## src/rtl/mem_store_buffer.sv

```systemverilog
// Posted-write store buffer between EX/MEM and data memory.
// Queues stores, drains one per cycle, and forwards full-word data to later loads.
module mem_store_buffer #(
  parameter int unsigned DEPTH = 4,
  parameter int unsigned IDX_W = 13
) (
  input  logic        clk,
  input  logic        Reset,
  input  logic        in_valid,
  input  logic [31:0] in_addr,
  input  logic [31:0] in_data,
  input  logic [4:0]  in_code,
  input  logic        ld_req,
  input  logic [31:0] ld_addr,
  input  logic [4:0]  ld_code,
  output logic        ld_hit,
  output logic [31:0] ld_data,
  output logic        stall,
  output logic        mem_write,
  output logic [31:0] mem_addr,
  output logic [31:0] mem_wdata,
  output logic [4:0]  mem_code,
  output logic        empty
);

  localparam int unsigned PTR_W = $clog2(DEPTH);
  localparam int unsigned CNT_W = PTR_W + 1;

  localparam logic [4:0] CodeSh = 5'b01001;
  localparam logic [4:0] CodeSb = 5'b00110;
  localparam logic [4:0] CodeLh = 5'b00111;
  localparam logic [4:0] CodeLb = 5'b01000;

  typedef struct packed {
    logic [31:0] addr;
    logic [31:0] data;
    logic [4:0]  code;
  } entryT;

  // Word index as seen by the data memory for a given access size.
  function automatic logic [IDX_W-1:0] storeIdx(input logic [31:0] addr, input logic [4:0] code);
    case (code)
      CodeSh:  storeIdx = IDX_W'(addr[11:2]);
      CodeSb:  storeIdx = IDX_W'(addr[7:0]);
      default: storeIdx = addr[IDX_W+1:2];
    endcase
  endfunction

  function automatic logic [IDX_W-1:0] loadIndex(input logic [31:0] addr, input logic [4:0] code);
    case (code)
      CodeLh:  loadIndex = IDX_W'(addr[11:2]);
      CodeLb:  loadIndex = IDX_W'(addr[7:0]);
      default: loadIndex = addr[IDX_W+1:2];
    endcase
  endfunction

  function automatic logic isSubStore(input logic [4:0] code);
    isSubStore = (code == CodeSh) || (code == CodeSb);
  endfunction

  entryT              fifo [DEPTH];
  logic [PTR_W-1:0]   head;
  logic [PTR_W-1:0]   tail;
  logic [CNT_W-1:0]   count;

  logic [IDX_W-1:0]   loadIdx;
  logic               loadSub;
  logic               matchAny;
  logic               youngSub;
  logic [31:0]        youngData;
  logic [PTR_W-1:0]   slot;
  logic               hit;
  logic               fullStall;
  logic               ldStall;
  logic               enq;
  logic               deq;

  assign loadIdx = loadIndex(ld_addr, ld_code);
  assign loadSub = (ld_code == CodeLh) || (ld_code == CodeLb);

  // Scan in-flight first, then head..tail-1 so the youngest match is kept last.
  always_comb begin
    matchAny  = 1'b0;
    youngSub  = 1'b0;
    youngData = '0;
    slot      = '0;
    if (ld_req) begin
      if (mem_write && (storeIdx(mem_addr, mem_code) == loadIdx)) begin
        matchAny  = 1'b1;
        youngSub  = isSubStore(mem_code);
        youngData = mem_wdata;
      end
      for (int unsigned k = 0; k < DEPTH; k++) begin
        slot = head + PTR_W'(k);
        if ((CNT_W'(k) < count) && (storeIdx(fifo[slot].addr, fifo[slot].code) == loadIdx)) begin
          matchAny  = 1'b1;
          youngSub  = isSubStore(fifo[slot].code);
          youngData = fifo[slot].data;
        end
      end
    end
  end

  assign hit       = matchAny && !youngSub && !loadSub;
  assign ldStall   = matchAny && !hit;
  assign fullStall = in_valid && (count == CNT_W'(DEPTH));
  assign stall     = fullStall || ldStall;
  assign ld_hit    = hit;
  assign ld_data   = hit ? youngData : 32'h0;
  assign enq       = in_valid && !stall;
  assign deq       = (count != '0);
  assign empty     = (count == '0) && !mem_write;

  // Pointers, occupancy and the in-flight write register.
  always_ff @(posedge clk or negedge Reset) begin
    if (!Reset) begin
      head      <= '0;
      tail      <= '0;
      count     <= '0;
      mem_write <= 1'b0;
      mem_addr  <= '0;
      mem_wdata <= '0;
      mem_code  <= '0;
    end else begin
      if (enq) tail <= tail + PTR_W'(1);
      if (deq) begin
        head      <= head + PTR_W'(1);
        mem_addr  <= fifo[head].addr;
        mem_wdata <= fifo[head].data;
        mem_code  <= fifo[head].code;
      end
      mem_write <= deq;
      count     <= count + CNT_W'(enq) - CNT_W'(deq);
    end
  end

  // Payload storage needs no reset; occupancy is tracked by count.
  always_ff @(posedge clk) begin
    if (enq) fifo[tail] <= '{addr: in_addr, data: in_data, code: in_code};
  end

endmodule

```

## config.mk

```make
export PLATFORM = sky130hd
export DESIGN_NAME = mem_store_buffer
export DESIGN_NICKNAME = d
export VERILOG_FILES = /design/src/rtl/mem_store_buffer.sv
export SDC_FILE = /design/constraint.sdc
export NUM_CORES = 1
export LEC_CHECK = 0
export ABC_AREA = 1
export BUFFER_PORTS_ARGS = -buffer_cell sky130_fd_sc_hd__buf_4
export CORE_MARGIN = 2
export CORE_UTILIZATION = 55
export CTS_CLUSTER_SIZE = 12
export DETAILED_ROUTE_END_ITERATION = 10
export MAX_ROUTING_LAYER = met4
export PLACE_DENSITY = 0.75
export SETUP_SLACK_MARGIN = 0.02
export SYNTH_ARGS = -nofsm -noshare
export SYNTH_HDL_FRONTEND = slang
export SYNTH_SLANG_ARGS = --single-unit
```

## constraint.sdc

```tcl
create_clock -name clk -period 17.4 [get_ports clk]
set_input_delay 3.48 -clock clk [delete_from_list [all_inputs] [get_ports clk]]
set_output_delay 3.48 -clock clk [all_outputs]
set_load 0.005 [all_outputs]
```

==> metrics.md <==
| Metric | Value |
|---|---|
| Status | completed |
| Setup_tns | 0 ps |
| Slew Limit Headroom | 25.8% |
| Number of flops mapped to enable cells by yosys | 276 |
| Max-Cap Viols | 0 |
| Largest family of logic cells by synthesized area | simple AND/OR/NAND/NOR gates |
| Layout Area Growth over Synthesis | 13.8% |
| Die height | 198 µm |
| DR iter-0 viols | 1695 |
| Routability Congestion | 0.946 |
| Grt ovf | 0 |
| ANT nets after route | 0 |
| Vias | 18900 |
| Post-synthesis cell type count | 40 |
| Final setup fails | 0 |
| Initial Utilization | 56.1% |
| XOR/XNOR Fraction of Synth Area | 0.255% |
| TritonRoute pass-1 iters | 6 |
| Clock latency on the worst-skew pair | 590 ps |
| Seq/Total Area, Yosys | 49.5% |
| Most frequent cells in the layout | nand2_1 (1083), o21ai_0 (350), edfxtp_1 (276) |
| DRC | 0 |
| Mux contribution to synthesized area | 0% |
| CTS tree | built |
| Die ar. | 39100 µm² |
| Synthesized Nets | 2842 |
| CP Launch Type | primary input |
| Post-CTS Resized | 0 |
| Most common cell after layout, fill and taps aside | nand2_1 |
| Initial antenna violation count | 3 |
| Site Rows | 70 |
| Static leakage | 0.0105 µW |
| Setup bufs post-CTS | 0 |
| Cts hold-fix bufs | 0 |
| Core area | 36800 µm² |
| Worst-margin pin slew | 1100 ps |
| Syn_area_per_cell | 7.57 µm² |
| WHS | 478 ps |
| Hold Vio Cnt, Final | 0 |
| Pin count of the biggest net entering global routing | 122 |
| Avg WL per Cell | 18.4 µm |
| Critical path data required time | 13920 ps |
| Warnings from Yosys | 0 |
| Nets@finish | 2948 |
| Clock Path Buffers | 3 |
| CP Capture Type | output pin |
| Min-Delay Path Class | reg2reg |
| Worst Path Max Fanout | 35 |
| CTS buffer count | 40 |
| Power per standard cell area | 175 nW/µm² |
| Simple-gate area share of the yosys netlist | 30.0% |
| Minimum clock period | 11960 ps |
| Kind of critical path | in2out |
| Post-DP HPWL | 39.5 mm |
| Clk root buf | clkbuf_16 |
| Worst clock skew | 23.7 ps |
| Yosys reg bits | 353 |
| All-Layer GR Usage | 32.7% |
| Die X | 198 µm |
| Synth Area in Compound Gates | 11.5% |
| Vias in the first global route | 18000 |
| Layout cells sized above 1 | 11.2% |
| WP data arrival | 8480 ps |
| Fmax | 83.6 MHz |
| Clk slew on worst S/H paths | 60 ps |
| First-pass GRT wire length | 95.5 mm |
| RSZ-0062 raised after global routing | false |
| Layout filler cell count | 3123 |
| Crit share post-route | 68.7% |
| Top_reg_cell synth | edfxtp_1 |
| Syn Std Cell Area | 20600 µm² |
| Post-synthesis cell count | 2723 |
| Sink Count | 353 |
| Slew Limit Fails | 0 |
| Io pins | 215 |
| Vias per cell | 5.67 |
| Final WL | 61.4 mm |
| H-tree depth | 2 |
| Async S/R FF share, synth | 21.8% |
| Number of port buffers | 197 |
| Post-Synth Adder-Cell Area | 0.583% |
| Peak supply drop | 0.130 mV |
[per-layer routing]
layer / vias to the layer above / track usage, % / share of wire (%)
li1: 9134 / - / -
met1: 8768 / 40.4 / 41
met2: 836 / 53.5 / 47
met3: 134 / 4.99 / 8.2
met4: 0 / 14.6 / 3.8
met5: - / - / 0
[report_power, final]
group          switching (µW)  total [µW]  leakage (µW)  internal [µW]
clock                     350         838      0.000634            488
combinational            1390        1990       0.00645            605
sequential                146        1290       0.00346           1140
total                    1880        4120        0.0105           2230
[worst max-delay path: stages]
cell and delay, ps:
buf_4 110, nor2_1 120, nand4_2 340, o21ai_0 1000, inv_1 460, nand3_1 200, nand3_1 90, nor2_1 210
nand2_2 70, buf_4 310, inv_2 700, nand2_1 110, nand2_1 100, nand2_1 60, nand2_2 100, nand2_4 310
a211oi_1 470, buf_4 180
[stage by stage]
| step | power, µW | utilization (%) | instance area, µm² | setup slack (ps) | std cells |
|---|---|---|---|---|---|
| floorplan | 2680 | - | 20600 | 8280 | 2723 |
| global route | 4450 | 63.8 | 23500 | 5110 | 3331 |
| CTS | 4100 | 63.8 | 23500 | 5610 | 3328 |
| detailed placement | 3260 | 60.2 | 22100 | 5640 | 3255 |
| finish | 4120 | 63.8 | 23500 | 5440 | 3331 |
| global placement | 3190 | 60.2 | 22100 | 5680 | 3255 |
[sequential cells by signal, indices dropped and copies added (netlist names)]
| signal | flops |
|---|---|
| mem_code | 5 |
| mem_addr | 32 |
| count | 3 |
| tail | 2 |
| mem_wdata | 32 |
| head | 2 |
| fifo | 276 |
| mem_write | 1 |
[kinds of logic (layout without fill, tap and decap cells)]
kind of cell | count (synthesis) | after routing
adder cells (fa/ha/maj) | 9 | 9
flip-flops | 353 | 353
AO/OA/AOI/OAI | 447 | 447
XOR/XNOR | 6 | 6
other | 0 | 3
AND/OR/NAND/NOR | 1506 | 1506
buffers and inverters | 402 | 539
[cell usage after synthesis (all sizes together), types with 9 or more instances]
| cell | number | area share, % |
|---|---|---|
| nand4 | 27 | 0.85 |
| clkbuf | 74 | 1.3 |
| nor2 | 118 | 2.3 |
| o211ai | 32 | 1.2 |
| inv | 244 | 4.5 |
| nand3 | 246 | 6.1 |
| a21oi | 9 | 0.22 |
| buf | 80 | 2.2 |
| dfrtp | 77 | 9.3 |
| nand2 | 1099 | 20 |
| edfxtp | 276 | 40 |
| o21ai | 384 | 9.3 |
[path summary, 6_finish.rpt]
path	to	cells past startpoint	slack [ps]	start
max	ld_data[5]	18	5440	ld_code[0]
min	mem_addr[20]$_DFFE_PN0P_	2	480	mem_addr[20]$_DFFE_PN0P_
max reg2reg	fifo[0][26]$_DFFE_PP_	26	8470	head[0]$_DFFE_PN0P_
min reg2reg	mem_addr[20]$_DFFE_PN0P_	2	480	mem_addr[20]$_DFFE_PN0P_
max in group asynchronous	head[0]$_DFFE_PN0P_	2	13250	Reset
min in group asynchronous	mem_addr[1]$_DFFE_PN0P_	1	2810	Reset
[final cells by class]
class / instances / area [µm²] / share of cell area [%]
multi-input combinational: 1968 / 8770 / 37.4
clock inverter: 18 / 221 / 0.944
timing repair buffer: 218 / 1640 / 6.98
clock buffer: 55 / 1090 / 4.63
inverter: 248 / 938 / 4.00
sequential: 353 / 10200 / 43.6
antenna: 3 / 7.51 / 0.0320
tap: 468 / 586 / 2.50
Power figures use the tool's default switching activity.
